$ cat src/rtl/seq_mul_xlen.sv
// seq_mul_xlen -- multi-cycle RV32M multiplier (MUL, MULH, MULHSU, MULHU).
//
// Radix-2 shift-add on operand magnitudes. One accumulate per cycle through a
// 2*XLEN-bit ripple chain of full_adder_1bit cells. The closing sign fix
// (two's-complement negate) reuses the same chain.
//
// Ports:
//   i_clk     clock, rising edge
//   i_rst_n   asynchronous active-low reset
//   i_valid   request valid            o_ready  request accepted (IDLE)
//   i_op      00 MUL, 01 MULH, 10 MULHSU, 11 MULHU
//   i_rs1     multiplicand             i_rs2    multiplier
//   o_valid   result valid (DONE)      i_ready  consumer takes result
//   o_result  selected result word
//
// Build option: SEQ_MUL_EARLY_EXIT_EN. When defined, CALC ends as soon as the
// remaining multiplier is zero. Results are the same in both builds; only the
// latency changes.

module full_adder_1bit (
  input  logic a,
  input  logic b,
  input  logic ci,
  output logic s,
  output logic co
);
  assign s  = a ^ b ^ ci;
  assign co = (a & b) | (ci & (a ^ b));
endmodule

module seq_mul_xlen #(
  parameter int XLEN = 32
) (
  input  logic            i_clk,
  input  logic            i_rst_n,
  input  logic            i_valid,
  output logic            o_ready,
  input  logic [1:0]      i_op,
  input  logic [XLEN-1:0] i_rs1,
  input  logic [XLEN-1:0] i_rs2,
  output logic            o_valid,
  input  logic            i_ready,
  output logic [XLEN-1:0] o_result
);
  localparam int W  = 2 * XLEN;
  localparam int CW = $clog2(XLEN + 1);

  typedef enum logic [1:0] {IDLE, CALC, FIX, DONE} state_t;

  state_t          state;
  logic [1:0]      op;
  logic [W-1:0]    mcand;
  logic [XLEN-1:0] mplier;
  logic [W-1:0]    acc;
  logic [CW-1:0]   count;
  logic            neg;

  // Operand signs and magnitudes at the accept edge. The magnitude of the
  // most negative value wraps back to itself, which is right when it is
  // read as unsigned.
  logic            s1, s2;
  logic [XLEN-1:0] mag1, mag2;

  assign s1   = ((i_op == 2'b01) || (i_op == 2'b10)) & i_rs1[XLEN-1];
  assign s2   = (i_op == 2'b01) & i_rs2[XLEN-1];
  assign mag1 = s1 ? (~i_rs1 + XLEN'(1)) : i_rs1;
  assign mag2 = s2 ? (~i_rs2 + XLEN'(1)) : i_rs2;

  // Shared adder. CALC computes acc + mcand. FIX computes ~acc + 0 + 1.
  logic [W-1:0] add_a, add_b, sum;
  logic [W:0]   carry;
  logic         carry_unused;

  assign add_a    = (state == FIX) ? ~acc : acc;
  assign add_b    = (state == FIX) ? '0 : mcand;
  assign carry[0] = (state == FIX);

  for (genvar g = 0; g < W; g++) begin : g_fa
    full_adder_1bit u_fa (
      .a  (add_a[g]),
      .b  (add_b[g]),
      .ci (carry[g]),
      .s  (sum[g]),
      .co (carry[g+1])
    );
  end

  // The product is taken modulo 2^W, so the final carry is dropped.
  assign carry_unused = carry[W];

  logic [W-1:0] fix_val;
  assign fix_val = neg ? sum : acc;

  // Decides when CALC ends. The test comes before any iteration, so a CALC
  // cycle either iterates or hands over to FIX.
  logic calc_end;
`ifdef SEQ_MUL_EARLY_EXIT_EN
  assign calc_end = (count == CW'(XLEN)) || (mplier == '0);
`else
  assign calc_end = (count == CW'(XLEN));
`endif

  always_ff @(posedge i_clk or negedge i_rst_n) begin
    if (!i_rst_n) begin
      state    <= IDLE;
      op       <= '0;
      mcand    <= '0;
      mplier   <= '0;
      acc      <= '0;
      count    <= '0;
      neg      <= 1'b0;
      o_ready  <= 1'b1;
      o_valid  <= 1'b0;
      o_result <= '0;
    end else begin
      unique case (state)
        IDLE: begin
          if (i_valid) begin
            op      <= i_op;
            mcand   <= {{XLEN{1'b0}}, mag1};
            mplier  <= mag2;
            acc     <= '0;
            count   <= '0;
            neg     <= s1 ^ s2;
            o_ready <= 1'b0;
            state   <= CALC;
          end
        end
        CALC: begin
          if (calc_end) begin
            state <= FIX;
          end else begin
            if (mplier[0]) acc <= sum;
            mcand  <= mcand << 1;
            mplier <= mplier >> 1;
            count  <= count + CW'(1);
          end
        end
        FIX: begin
          acc      <= fix_val;
          o_result <= (op == 2'b00) ? fix_val[XLEN-1:0] : fix_val[W-1:XLEN];
          o_valid  <= 1'b1;
          state    <= DONE;
        end
        DONE: begin
          if (i_ready) begin
            o_valid <= 1'b0;
            o_ready <= 1'b1;
            state   <= IDLE;
          end
        end
        default: state <= IDLE;
      endcase
    end
  end

endmodule

$ cat config.mk
export PLATFORM = sky130hd
export DESIGN_NAME = seq_mul_xlen
export DESIGN_NICKNAME = d
export VERILOG_FILES = /design/src/rtl/seq_mul_xlen.sv
export SDC_FILE = /design/constraint.sdc
export NUM_CORES = 1
export LEC_CHECK = 0
export BUFFER_PORTS_ARGS = -buffer_cell sky130_fd_sc_hd__clkbuf_2
export CAP_MARGIN = 20
export CORE_MARGIN = 2
export CORE_UTILIZATION = 55
export CTS_BUF_LIST = sky130_fd_sc_hd__clkbuf_4 sky130_fd_sc_hd__clkbuf_8
export CTS_CLUSTER_DIAMETER = 50
export DETAILED_ROUTE_END_ITERATION = 16
export PLACE_DENSITY_LB_ADDON = 0.08
export SLEW_MARGIN = 15
export SYNTH_ARGS = -nofsm -noshare
export SYNTH_HDL_FRONTEND = slang
export SYNTH_SLANG_ARGS = --single-unit
$ cat constraint.sdc
create_clock -name i_clk -period 30.7 [get_ports i_clk]
set_input_delay 1.535 -clock i_clk [delete_from_list [all_inputs] [get_ports i_clk]]
set_output_delay 1.535 -clock i_clk [all_outputs]
set_load 0.01 [all_outputs]
=== Word-level counts from Yosys, hierarchy flattened ===
Index checks and enable logic that the tools add are counted.

* Memory bits (writable): 0
* Output and inout bits: 34
* Flip-flop bits (word level): 205
* Memories kept: 0
* Word-level logic and storage cells: 388
* Bits in latches: 0
* Input port bits: 70
* ROM bits: 0

* Reductions and logical operators: 13
* Bitwise logic cells: 323
* $lt $le $gt $ge: 0
* Mux-type cells: 28
* Equality and inequality tests: 11
* $mul: 0
* Shift operators: 0
* Add/sub/neg operators: 3
* Divide/modulo/power cells: 0

{| class="wikitable"
|+ Operators with widths
! kind !! count
|-
| 64-bit 2-to-1 mux || 8
|-
| 64-bit one-hot mux with 3 select lines || 1
|-
| 32-bit 2-to-1 mux || 5
|-
| 1-bit bitwise XOR || 129
|-
| 1-bit AND || 128
|-
| 64-bit one-hot mux with 2 select lines || 1
|-
| 32-bit by 1-bit adder with 32-bit output (second input constant) || 2
|-
| 32-bit NOT || 2
|-
| 64-bit NOT || 1
|-
| 32-bit one-hot mux with 2 select lines || 1
|-
| 1-bit OR || 63
|-
| 6-bit 2-to-1 mux || 2
|-
| 6-bit one-hot mux with 2 select lines || 1
|-
| 2-bit != test (second input constant) || 5
|-
| 3-bit AND reduction || 3
|-
| 2-bit one-hot mux with 4 select lines || 1
|-
| 6-bit by 1-bit adder with 6-bit output (second input constant) || 1
|-
| 2-bit == test (second input constant) || 3
|-
| 6-bit == test (second input constant) || 1
|-
| 2-bit 2-to-1 mux || 3
|-
| 2-bit nonzero test || 3
|-
| 2-bit by 1-bit == test with 1-bit output (second input constant) || 2
|-
| 2-bit zero test || 2
|-
| 1-bit one-hot mux with 2 select lines || 2
|-
| 5 further kinds || 8
|}

=== Longest topological paths before layout ===
Gate-level depths: netlist (run 1).

* Depth in word-level cells: 133
* Depth in mapped cells: 79
* Gate-level depth less buffers: 77

=== By module ===
From an unflattened synthesis (run 1), not the netlist that was laid out.

* Cells, all modules: 1149
* Area total of the unflattened synthesis: 12759.7 µm²

{| class="wikitable"
|+ By module, submodules not included
! module !! area each (µm²) !! seq. area each (µm²) !! times used !! cells an instance
|-
| seq_mul_xlen || 11478.5 || 5131.2 || 1 || 1085
|-
| full_adder_1bit || 20.0 || 0.0 || 64 || 1
|}

=== Worst setup path after synthesis (run 1) ===
No wires, ideal clock.

* Path kind: reg2reg
* From: reg state[0]
* To: reg o_result[31]
* Slack: 5.591 ns
* Cell stages (with the launch flop): 78
* Arrival time: 24.965 ns
* Buffers on the path: 3
* Cells stage by stage: dfrtp_1 -> inv_1 -> ha_1 -> clkbuf_1 -> clkbuf_1 -> buf_1 -> xor2_1 -> fa_1 -> fa_1 -> fa_1 -> fa_1 -> fa_1 -> fa_1 -> fa_1 -> fa_1 -> fa_1 -> fa_1 -> fa_1 -> (+42 left out) -> fa_1 -> fa_1 -> fa_1 -> fa_1 -> fa_1 -> fa_1 -> inv_1 -> fa_1 -> fa_1 -> inv_1 -> fa_1 -> inv_1 -> fa_1 -> fa_1 -> nand2_1 -> mux4_2 -> nand3_1 -> o21ai_0

* Cells in the longest elaborated chain, start to end: 132
* Elaborated cells on any way between the ends: 260

{| class="wikitable"
|+ RTL lines
! what !! RTL line !! text
|-
| start: declaration || 50 || <nowiki>state_t state;</nowiki>
|-
| start signal: assignment || 105 || <nowiki>state <= IDLE;</nowiki>
|-
| start signal: assignment || 126 || <nowiki>state <= CALC;</nowiki>
|-
| start signal: assignment || 131 || <nowiki>state <= FIX;</nowiki>
|-
| 2-bit == test * || -- ||
|-
| 64-bit 2-to-1 mux (on tied branches) || 74, 75 ||
|-
| 1-bit bitwise XOR || 28 || <nowiki>assign co = (a & b) | (ci & (a ^ b));</nowiki>
|-
| 1-bit AND || 28 ||
|-
| 1-bit OR || 28 ||
|-
| 1-bit AND || 28 ||
|-
| 1-bit OR || 28 ||
|-
| 1-bit AND || 28 ||
|-
| (+116 left out) || -- ||
|-
| 1-bit OR || 28 ||
|-
| 1-bit AND || 28 ||
|-
| 1-bit OR || 28 ||
|-
| 1-bit AND || 28 ||
|-
| 1-bit OR || 28 ||
|-
| 1-bit bitwise XOR || 27 || <nowiki>assign s = a ^ b ^ ci;</nowiki>
|-
| 64-bit 2-to-1 mux || 92 || <nowiki>assign fix_val = neg ? sum : acc;</nowiki>
|-
| 32-bit 2-to-1 mux || 141 || <nowiki>o_result <= (op == 2'b00) ? fix_val[XLEN-1:0] : fix_val[W-1:XLEN];</nowiki>
|-
| end signal: assignment || 141 ||
|-
| end: declaration || 43 || <nowiki>output logic [XLEN-1:0] o_result</nowiki>
|}

Mark *: on every way between the ends. The rest lies on a longest branch, timed or not.
A chain may end at the register's enable or synchronous reset.

=== Worst setup path in the final report (run 1) ===
Ends and elaborated chain as after synthesis.

==> results of run 1 <==
[layout make-up]
class,instances,share of cell area
Multi-Input combinational cell,1212,0.5392
Tap cell,330,0.02646
Inverter,27,0.006494
Clock buffer,62,0.04947
Sequential cell,205,0.3290
Timing Repair Buffer,121,0.04466
Clock inverter,9,0.004650
[logic make-up after synthesis]
family / after synthesis / synth area share
buffers and inverters: 141 / 0.04002
AND/OR/NAND/NOR: 549 / 0.1921
XOR/XNOR: 112 / 0.06989
AO/OA/AOI/OAI: 392 / 0.1711
flip-flops: 205 / 0.3656
adder cells (fa/ha/maj): 72 / 0.09734
multiplexers: 87 / 0.06400
[worst max-delay path: cells and delay by family (launching register included)]
family	cells	cell delay [ns]
fa+ha+maj	63	23.85
mux	1	0.45
simple gates	2	0.16
flops	1	0.43
compound gates	2	0.32
buf+inv	8	1.19
[worst min-delay path by stage]
stage	from	endpoint	cells past startpoint
3_5_place_dp	mplier[1]$_DFFE_PN0P_	mplier[1]$_DFFE_PN0P_	2
3_3_place_gp	mplier[11]$_DFFE_PN0P_	mplier[11]$_DFFE_PN0P_	2
6_report	mplier[9]$_DFFE_PN0P_	mplier[9]$_DFFE_PN0P_	2
2_1_floorplan	mplier[11]$_DFFE_PN0P_	mplier[11]$_DFFE_PN0P_	2
5_1_grt	mplier[3]$_DFFE_PN0P_	mplier[3]$_DFFE_PN0P_	2
4_1_cts	mplier[9]$_DFFE_PN0P_	mplier[9]$_DFFE_PN0P_	2
[metal layers]
layer  wire (um)  vias up  part of all wire
met5           0        -                 0
met3        2075       47             0.057
met1       17040     5595              0.47
met2       16480      358              0.46
li1            -     5537                 -
met4         592        0             0.016
[cell usage in the layout, fill, tap and decap left out, drive strengths merged, types with 3 or more instances in the layout]
cell type  synthesis  final
and3               8      8
nor4              11     11
clkinv             1      9
nand3             23     23
inv               26     25
mux2i             74     74
buf               44     18
fa                62     62
mux2              12     12
nor2b             58     58
and2              22     22
a41oi              5      5
o41ai             13     13
nand2b             7      7
o22ai              6      6
o311ai             3      3
nand2            205    205
nor3              25     25
a31oi             11     11
a21oi             93     93
nand3b            30     30
or3               10     10
a222oi             3      3
a22o              46     46
dfrtp            204    204
or4                6      6
clkbuf            70    165
xnor2             29     29
o211ai            10     10
a22oi             15     15
o31ai              8      8
xor2              83     83
a32o               3      3
ha                10     10
nor2             129    129
nand4              5      5
o21ai            162    162
[state kept, by name (all words and copies together) (netlist names)]
signal    flops
acc          64
o_valid       1
neg           1
op            2
state         2
mcand        64
count         6
o_ready       1
o_result     32
mplier       32
[power by group]
group          total [uW]  internal, uW  switching, uW
combinational         969           364            605
sequential            467           374           92.4
clock                 288           168            119
total                1720           906            817
[metrics by stage]
stage	power, uW	util
final	1723	0.6215
after CTS	1722	0.6199
after detailed placement	1425	0.5863
after floorplan	1168	-
after global routing	1883	0.6215
after global placement	1399	0.5863
==> results.toml, run 1 <==
[die]
dieHeight_um = 163.8
initial_core_util = 0.5590
placement_row_count = 58
floorplan.core_area_sq_um = 25110
die_width_um = 163.8
floorplan.die_area_sq_um = 26810
design.portCount = 104

[global_route]
number_of_global_route_vias_before_repair = 11250
grt_first_pass_wirelength_um = 59860
grt-busiest-layer = "met2"
met1_usage = 0.4122
grt_max_degree = 142
grt_antenna_before_repair = 0
grt.overflow.total = 0
global_route.usage.met3 = 0.04066
grt_util_met2 = 0.4353
grt_util_all_layers = 0.2781

[place]
placed_area_sq_um = 14720
dp.cells = 1893
finalWeightedCongestion = 0.8938
io_buffer_count = 103
dp.final_hpwl_um = 23580
place_ws_ns = 4.138

[cts]
root_buffer = "clkbuf_8"
tritoncts = "done"
bufs_on_longest_clock_path = 3
cts_hold_buf = 0
clkLatencyLatePin_ns = 0.53
total_cts_buffers = 40
clock-sinks = 205
post-cts-setup-buffer-count = 0
clk_pin_slew_worst_paths_ns = 0.06
cts_htree_levels = 2
cts_resized = 0

[setup_path]
reg2reg_depth = 76
timing.critical_path.from = "state[0]$_DFFE_PN0P_"
worst_path_max_delay_cell = "buf_4"
startpoint_class = "flop"
r2r-start = "state[0]$_DFFE_PN0P_"
worstSetupEndpointType = "flop"
critical-path-max-stage-delay_ns = 0.59
path_common_cell = "fa_1"
critical_path_peak_fanout = 64
critPathRequiredTime_ns = 31.07
worst_ep_arrival_time_ns = 26.98
reg_to_reg_setup_timing_slack_ns = 4.10
critPathCapture = "o_result[31]$_DFFE_PN0P_"
crit-reg2reg-capture = "o_result[31]$_DFFE_PN0P_"
criticalPathCategory = "reg2reg"

[routing]
wl_um = 36190
route.detailed.vias_per_inst = 5.868
vias = 11540
iter_0_drt_violations = 867
final_routed_wire_length_divided_by_cell_count_um = 18.41
detail_route.first_pass.iterations = 5
final_antenna_net_count = 0
post-route-drc-count = 0

[finish]
final_area_sq_um = 15610
drive_above_1_share = 0.1424
layout-area-overhead-vs-synth_pct = 11.19
final_net_count = 1749
multi_input_area_sq_um = 8416
regArea_sq_um = 5135
fin_cells = 1966
antenna_cells = 0
fillers = 2232

[synthesis]
yosys.area.top_type = "dfrtp_1"
list_of_most_frequent_post_synthesis_cells = "205 x nand2_1, 204 x dfrtp_1, 144 x o21ai_0"
synthesis.nets = 1700
synth_enable_flop_cells = 0
synth.top_cells.by_area = "dfrtp_1 36%, fa_1 8.8%, nand2_1 5.5%"
ys_ff_latch = 205
async_reset_ff_frac = 1.000
post_synth_num_cell_types = 70
dominantRegCellSynth = "dfrtp_1"
synth.avg_cell_area_sq_um = 9.009
yosys.cell_count.top_type = "nand2_1"
post_synth_instance_area_sq_um = 14040
synthesis.instances = 1558
synth_top_area_frac = 0.3637
yosysSeqAreaShare = 0.3656
synth.yosys.warnings = 0

[power_and_ir_drop]
max-vdd-ir-drop_mv = 0.06891
power-per-cell-area_nw_per_um2 = 110.4
total_leakage_power_uw = 0.007082

[sta]
timing.hold.ws_ns = 0.4757
worst_clock_skew_ns = 0.02959
setup_viol = 0
layout_min_cycle_time_ns = 26.60
timing.slew.headroom = 0.3216
part_of_the_cycle_the_worst_path_needs = 0.8665
setup_tns_ns = 0
achievable-frequency_mhz = 37.59
drv_slew = 0
rsz0062_at_grt = "no"
setup_slack_ns = 4.098
worst_slew_pin_slew_ns = 1.003
hold_viol_final = 0

[run]
drv.max_cap_violation_count = 0

[min_path]
hp-class = "reg2reg"

[status]
run_status = "finished clean"
No activity file was read; power rests on OpenSTA's default activity.
==> run 2: changes to the inputs <==
--- a/config.mk
+++ b/config.mk
@@ -7,7 +7,7 @@
 export LEC_CHECK = 0
 export BUFFER_PORTS_ARGS = -buffer_cell sky130_fd_sc_hd__clkbuf_2
 export CAP_MARGIN = 20
-export CORE_MARGIN = 2
+export CORE_MARGIN = 1
 export CORE_UTILIZATION = 55
 export CTS_BUF_LIST = sky130_fd_sc_hd__clkbuf_4 sky130_fd_sc_hd__clkbuf_8
 export CTS_CLUSTER_DIAMETER = 50
==> run 2 against run 1 <==
Compared with the run above: the flow now finishes with violations (design-rule violations); non-clock buffer count increased by 1; routed wire length decreased by 1.4%; power is essentially flat; sequential power decreased by 1%; first-iteration DRC count increased by 2.1%; die area decreased by 2.4%; global-route usage up 0.46 points; via count barely moved; fmax fell by 1.0%; largest cell class unchanged; final area up 0.12%; clock power rose by 2%.
==> results.toml, run 2 (same netlist as run 1, synthesis figures left out) <==
[status]
run_status = "finished with violations"
failing_checks = "design-rule violations"

[finish]
layout-area-overhead-vs-synth_pct = 11.32
final_area_sq_um = 15630
drive_above_1_share = 0.1418
layout_top_registers = "acc x64, mcand x64"
antenna_cells = 0
fillers = 2242
most_frequent_cells_in_the_layout = "205 x nand2_1, 203 x dfrtp_1, 144 x o21ai_0"
most_common_library_cell_in_the_layout_ignoring_fill_and_taps = "nand2_1"
final_net_count = 1749

[setup_path]
startpoint_class = "flop"
critPathRequiredTime_ns = 31.07
timing.critical_path.from = "state[0]$_DFFE_PN0P_"
worstSetupEndpointType = "flop"
critical-path-max-stage-delay_ns = 0.76
r2r-start = "state[0]$_DFFE_PN0P_"
worst_ep_arrival_time_ns = 27.26
critical_path_peak_fanout = 70
worst_path_max_delay_cell = "buf_4"
criticalPathCategory = "reg2reg"
path_common_cell = "fa_1"

[die]
floorplan.core_area_sq_um = 25110
design.portCount = 104
initial_core_util = 0.5590
placement_row_count = 58
die_width_um = 161.8
dieHeight_um = 161.8
floorplan.die_area_sq_um = 26160

[routing]
vias = 11540
route.detailed.vias_per_inst = 5.869
final_antenna_net_count = 0
wl_um = 35690
detail_route.first_pass.iterations = 11
post-route-drc-count = 1
final_routed_wire_length_divided_by_cell_count_um = 18.15
iter_0_drt_violations = 885

[sta]
achievable-frequency_mhz = 37.20
timing.hold.ws_ns = 0.4742
hold_viol_final = 0
part_of_the_cycle_the_worst_path_needs = 0.8757
timing.slew.headroom = 0.3047
setup_tns_ns = 0
setup_viol = 0
setup_slack_ns = 3.818
layout_min_cycle_time_ns = 26.88
worst_slew_pin_slew_ns = 1.043
drv_slew = 0
worst_clock_skew_ns = 0.01623
rsz0062_at_grt = "no"

[min_path]
hp-class = "reg2reg"
timing.hold.worst.start = "mplier[5]$_DFFE_PN0P_"

[place]
io_buffer_count = 103
place_ws_ns = 3.882
dp.final_hpwl_um = 23360
finalWeightedCongestion = 0.8832
placed_area_sq_um = 14710

[global_route]
grt_first_pass_wirelength_um = 59680
grt_max_degree = 120
grt.overflow.total = 0
grt_antenna_before_repair = 0
grt_util_all_layers = 0.2827
number_of_global_route_vias_before_repair = 11170

[cts]
cts_hold_buf = 0
bufs_on_longest_clock_path = 3
clk_pin_slew_worst_paths_ns = 0.06
cts_resized = 0
root_buffer = "clkbuf_8"
tritoncts = "done"
cts_htree_levels = 2
clock-sinks = 205
clkLatencyLatePin_ns = 0.54
total_cts_buffers = 39
post-cts-setup-buffer-count = 0

[power_and_ir_drop]
max-vdd-ir-drop_mv = 0.07203
total_leakage_power_uw = 0.007085
power-per-cell-area_nw_per_um2 = 110.2

[run]
drv.max_cap_violation_count = 0
==> run 2: cell types whose count changed in the layout (fill, tap and decap cells not counted) <==
cell,change
nor2_2,-1
bufinv_16,+1
nor2_1,+1
buf_12,-3
buf_16,+2
clkbuf_4,-7
buf_4,+2
clkinv_4,+1
clkinv_2,+2
clkinvlp_4,+2
==> run 2: per-stage QoR <==
stage	utilization	power [uW]	cells
after detailed placement	0.5860	1422	1894
after floorplan	-	1168	1558
after global routing	0.6223	1877	1966
after global placement	0.5860	1402	1894
final	0.6223	1723	1966
after CTS	0.6201	1724	1964
==> run 2: worst paths after layout <==
kind,endpoint,slack (ns),cells after the start
max in group asynchronous,neg$_DFFE_PN0P_,28.30,2
min in group asynchronous,acc[49]$_DFFE_PN0P_,1.00,1
setup reg to reg,o_result[31]$_DFFE_PN0P_,3.82,75
hold / removal,mplier[5]$_DFFE_PN0P_,0.47,2
hold reg to reg,mplier[5]$_DFFE_PN0P_,0.47,2
setup / recovery,o_result[31]$_DFFE_PN0P_,3.82,75
==> run 2: routing by layer <==
layer / GRT usage / wire, um
met1: 0.4287 / 17400
met2: 0.4203 / 15760
met3: 0.03984 / 1802
met4: 0.07976 / 723
met5: 0 / 0
==> run 2: cell type report <==
class                           instances  area [sq um]  area share
Sequential cell                       205          5135      0.3286
Clock inverter                         15         136.4    0.008728
Inverter                               27         101.3    0.006486
Timing Repair Buffer                  122         706.9     0.04524
Multi-Input combinational cell       1212          8413      0.5384
Clock buffer                           55         719.4     0.04604
Tap cell                              330         412.9     0.02643
==> run 2: power breakdown <==
part / switching, uW / leakage (uW) / total (uW) / internal, uW
clock: 123 / 0.000448 / 293 / 169
combinational: 607 / 0.00396 / 968 / 360
sequential: 87.8 / 0.00268 / 462 / 374
total: 819 / 0.00708 / 1720 / 904
==> run 2: critical path, delay by kind of cell, from the launching register on <==
kind / cells / cell delay (ns)
xor+xnor: 1 / 0.19
flops: 1 / 0.44
simple gates: 2 / 0.16
mux: 1 / 0.45
compound gates: 1 / 0.08
fa+ha+maj: 63 / 24.09
buf+inv: 7 / 1.28
